File: src/rtl/sequence_key_checker_entry_timer.sv
// Per-digit entry timer: counts enabled cycles, flags the last allowed one,
// and wraps to zero on expiry so back-to-back timeouts are evenly spaced.
module entry_timer #(
  parameter int TIMEOUT_CYCLES = 1000
) (
  input  logic clk,
  input  logic rst,
  input  logic clear,
  input  logic count_en,
  output logic expired
);
  localparam int CNT_W = (TIMEOUT_CYCLES > 1) ? $clog2(TIMEOUT_CYCLES) : 1;
  localparam logic [CNT_W-1:0] LAST = CNT_W'(TIMEOUT_CYCLES - 1);

  logic [CNT_W-1:0] r_cnt;

  assign expired = count_en && (r_cnt == LAST);

  always_ff @(posedge clk or posedge rst) begin
    if (rst)                  r_cnt <= '0;
    else if (clear || expired) r_cnt <= '0;
    else if (count_en)        r_cnt <= r_cnt + 1'b1;
  end
endmodule

File: config.mk
export PLATFORM = sky130hd
export DESIGN_NAME = entry_timer
export DESIGN_NICKNAME = d
export VERILOG_FILES = /design/src/rtl/sequence_key_checker_entry_timer.sv
export SDC_FILE = /design/constraint.sdc
export NUM_CORES = 1
export LEC_CHECK = 0
export ABC_AREA = 1
export CAP_MARGIN = 20
export CORE_MARGIN = 1
export CORE_UTILIZATION = 45
export CTS_BUF_LIST = sky130_fd_sc_hd__clkbuf_4 sky130_fd_sc_hd__clkbuf_8
export DETAILED_ROUTE_END_ITERATION = 8
export DONT_BUFFER_PORTS = 1
export GPL_TIMING_DRIVEN = 0
export SLEW_MARGIN = 10
export SYNTH_ARGS = -nofsm -noshare
export SYNTH_HDL_FRONTEND = slang
export SYNTH_SLANG_ARGS = --single-unit
export TNS_END_PERCENT = 50
File: constraint.sdc
create_clock -name clk -period 2.1 [get_ports clk]
set_clock_uncertainty 0.2 [all_clocks]
set_input_delay 0.105 -clock clk [delete_from_list [all_inputs] [get_ports clk]]
set_output_delay 0.105 -clock clk [all_outputs]
set_load 0.005 [all_outputs]
After elaboration in Yosys (flattened, before gate mapping)
Index checks and enable logic that the tools add are counted.
{ "word_totals": {"output_inout_bits": 1, "register_bits": 10, "wordCells": 8} }
{ "classes": {"reduce_logical": 3, "addsub": 1, "eq_ne": 1, "mux": 2} }
{ "op_table": {"columns": ["cell", "count"], "rows": [
  ["two-way mux 10 bit", 2],
  ["adder 10 x 1 -> 10 bit (second input constant)", 1],
  ["equality test 10 bit (second input constant)", 1],
  ["nonzero test 2 bit", 1],
  ["logical AND 1 bit", 1],
  ["logical OR 1 bit", 1]
]} }

Logic depth before layout (Yosys ltp)
{ "logic_depth": {"ltp_word": 4, "mapped_depth": 8} }

Worst setup path before layout
OpenSTA, ideal clock, no wires.
{ "synth_path": {"path_type": "flip-flop to flip-flop", "start": "register r_cnt[0]", "end": "register r_cnt[3]", "slack_ps": 775, "period_less_slack_ps": 1325, "stages_incl_launch_ff": 7, "t_arrival_ps": 1005, "n_path_buf": 0, "t_required_ps": 1780, "path_cell_list": "dfrtp_1 > ha_1 > nand2_1 > nor2_1 > nand3_1 > nand2_2 > nor2_1"} }
{ "synth_via": {"elab_chain_cells": 4, "elab_cells_between_ends": 7, "classes_between": "add/sub (1); eq/ne (1); mux (2); reduce/logical (3)"} }
{ "synth_lines": {"columns": ["element", "line", "text"], "rows": [
  ["from (decl)", "15", "logic [CNT_W-1:0] r_cnt;"],
  ["from (signal assigned)", "22", "else if (count_en) r_cnt <= r_cnt + 1'b1;"],
  ["branches (longest 4 deep; another with adder 10 x 1 -> 10 bit)", null, null]
]} }
Parallel ways; which one is timed is not known. The select of a mux whose other input is x is not followed.
A chain may end at the register's enable or synchronous reset.

Worst setup path after layout
{ "layout_path": {"start": "register r_cnt[0]", "end": "register r_cnt[2]"} }
Same word-level chain as after synthesis.

==> results.py <==
metrics = {
    "synthesis": {
        "yosys.area.top_type": "dfrtp_1",
        "synth_mux_area_frac": 0,
        "ys_seq_area_frac": 0.412,
        "synth_seq_cells": 10,
        "synth_area_per_cell_sq_um": 7.14,
        "synth_area_leaders": "dfrtp_1, nand2_1, nor2_1, inv_1, nand4_1",
        "async_flop_share": 1.00,
        "synth_compound_area_frac": 0.0351,
        "synth_top_family_by_area": "simple AND/OR/NAND/NOR gates",
        "synth-simple-area-share": 0.427,
        "synth.most_common_cell": "nand2_1",
        "yosys_warnings": 0,
        "synth_top_area_frac": 0.412,
        "synth_adder_area_share": 0.0206,
        "ys_types": 16,
        "yosys-top-cells-count": "nand2_1, nor2_1, inv_1",
        "synth_edf_count": 0,
        "synthesis.area_sq_um": 607,
        "syn-num-nets": 90,
        "yosys.area_share.xor_xnor": 0.0289,
        "synth_flop_cell": "dfrtp_1",
        "postSynthCellCount": 85,
    },
    "power": {
        "power_mw": 0.400,
        "power.leakage_nw": 0.315,
        "peakVddDrop_uv": 436,
        "p_per_area_nw_per_um2": 571,
    },
    "global_routing": {
        "grt_max_degree": 11,
        "overflow": 0,
        "grt_pass1_vias": 461,
        "grt_pass1_wl_mm": 1.93,
        "antenna_found_initial": 0,
        "track_usage": 0.201,
    },
    "placed_design": {
        "io_buffers": 0,
        "gp_congestion": 0.771,
        "place_inst": 99,
        "hpwlAfterDp_um": 866,
    },
    "clocking": {
        "clock_path_buffers": 2,
        "post_cts_resize_count": 0,
        "cts_inserted_buffers": 3,
        "cts.sinks": 10,
        "clkTransAtPathRegs_ns": 0.07,
        "cts_root_buf": "clkbuf_4",
        "cts_tree": "yes",
        "ctsHoldBuffers": 4,
        "post_cts.repair.setup_buffers": 0,
        "clock_latency_ns": 0.27,
        "h-tree-depth": 1,
    },
    "drt": {
        "dr_wl_met3_um": 70,
        "ant_nets": 0,
        "highest_layer": "met4",
        "drc": 0,
        "vias": 539,
        "drtPass1Iterations": 4,
        "routedWlPerCell_um": 11.4,
        "met1_length_um": 616,
        "drt_iter0_drc": 26,
        "wl_met2_um": 505,
        "vias_per_cell": 5.04,
        "wl_mm": 1.22,
    },
    "status": {
        "status": "completed",
    },
    "finish": {
        "fin_nets": 99,
        "drive_above_1_share": 0.129,
        "regMostFlops": "r_cnt",
        "final_cells": 107,
        "areaGrowthSynthToFinish_pct": 15.5,
        "diodes": 0,
        "largest_register_ffs": 10,
        "largestRegisters": "r_cnt (10)",
    },
    "floorplan": {
        "die_w_um": 38.7,
        "core_area_sq_um": 1190,
        "die_y_um": 38.7,
        "io_pins": 5,
        "rows": 12,
        "dieArea_sq_um": 1500,
        "initial_core_util": 0.512,
    },
    "worst_setup_path": {
        "crit_path_start": "r_cnt[0]",
        "cp-end-kind": "flop",
        "ff2ff_setup_slack_ns": 0.30,
        "r2r_cells": 5,
        "path_class": "reg2reg",
        "cp-start-kind": "flop",
        "cp_max_fo": 5,
        "reg2reg_to": "r_cnt[2]",
        "cp.required_ns": 2.11,
        "cp.arrival_ns": 1.81,
        "reg2reg_from": "r_cnt[0]",
        "crit_end": "r_cnt[2]",
    },
    "timing": {
        "hold_viol": 0,
        "relSlewSlack": 0.739,
        "min_period_over_period": 0.857,
        "max_freq_mhz": 555,
        "worstMarginPinSlew_ns": 0.391,
        "final_max_slew_viol_count": 0,
        "post-route-min-period_ns": 1.80,
        "rsz0062_at_grt": "false",
        "setup_tns_ns": 0,
        "finalSetupViolCount": 0,
    },
    "min_path": {
        "hold_path.class": "in2reg",
    },
    "job": {
        "drv_cap": 0,
    },
}
## layout by cell type, fill, tap and decap left out
| master | count |
|---|---|
| clkbuf_4 | 3 |
| nand4_1 | 6 |
| o21ai_0 | 1 |
| nor3_1 | 2 |
| a21oi_1 | 1 |
| dlygate4sd3_1 | 4 |
| inv_1 | 11 |
| dfrtp_1 | 10 |
| ha_1 | 1 |
| nand3_1 | 6 |
| nor2_2 | 2 |
| nor2_4 | 1 |
| clkbuf_8 | 1 |
| o21bai_2 | 1 |
| buf_2 | 1 |
| xor2_1 | 2 |
| nand2_2 | 3 |
| nand2_1 | 23 |
| nor2_1 | 14 |
## layer usage
| layer | GRT usage | vias to the layer above |
|---|---|---|
| li1 | - | 287 |
| met1 | 0.250 | 237 |
| met2 | 0.300 | 10 |
| met3 | 0.0925 | 5 |
| met4 | 0.0776 | 0 |
| met5 | 0 | - |
## per-stage QoR
stage | setup WS (ns) | hold WS (ns) | util | area [sq um]
after floorplan | 0.775 | -0.255 | - | 607
after global placement | 0.636 | -0.204 | 0.526 | 624
after detailed placement | 0.620 | -0.197 | 0.526 | 624
after CTS | 0.335 | 0.0411 | 0.591 | 701
after global routing | 0.183 | 0.0982 | 0.591 | 701
final | 0.300 | 0.0422 | 0.591 | 701
## worst min-delay path by stage
stage                     startpoint       end  depth (start not counted)  slack (ns)
after CTS                   count_en  r_cnt[1]                          5        0.04
after floorplan                  rst  r_cnt[0]                          1       -0.25
final                       count_en  r_cnt[1]                          5        0.04
after detailed placement         rst  r_cnt[1]                          1       -0.20
after global placement           rst  r_cnt[1]                          1       -0.20
after global routing             rst  r_cnt[2]                          2         0.1
## cell type report
class                   instances  area (sq um)
flip-flops and latches         10           250
inverters                      11          41.3
well taps                      14          17.5
repair buffers                  4          40.0
fillers                       118           485
plain buffers                   1          5.00
clock buffers                   4          36.3
multi-input cells              63           310
## worst max-delay path: stages, from the launching register on
cell and delay [ns]:
dfrtp_1 0.42, ha_1 0.24, nand2_1 0.08, nor2_2 0.05, nor3_1 0.18, dlygate4sd3_1 0.57
## cell families after synthesis
kind of cell,after synthesis
AOI/OAI and AO/OA,3
xor gates and xnor gates,2
adders and majority gates,1
buffers and inverters,12
DFF,10
and+or+nand+nor,57
## power breakdown
part | switching (mW) | internal, mW | total, mW
registers | 0.00397 | 0.196 | 0.200
logic | 0.0161 | 0.00894 | 0.0250
clock network | 0.0697 | 0.105 | 0.175
total | 0.0898 | 0.310 | 0.400
Note: power is estimated with default switching activity, not from simulation.
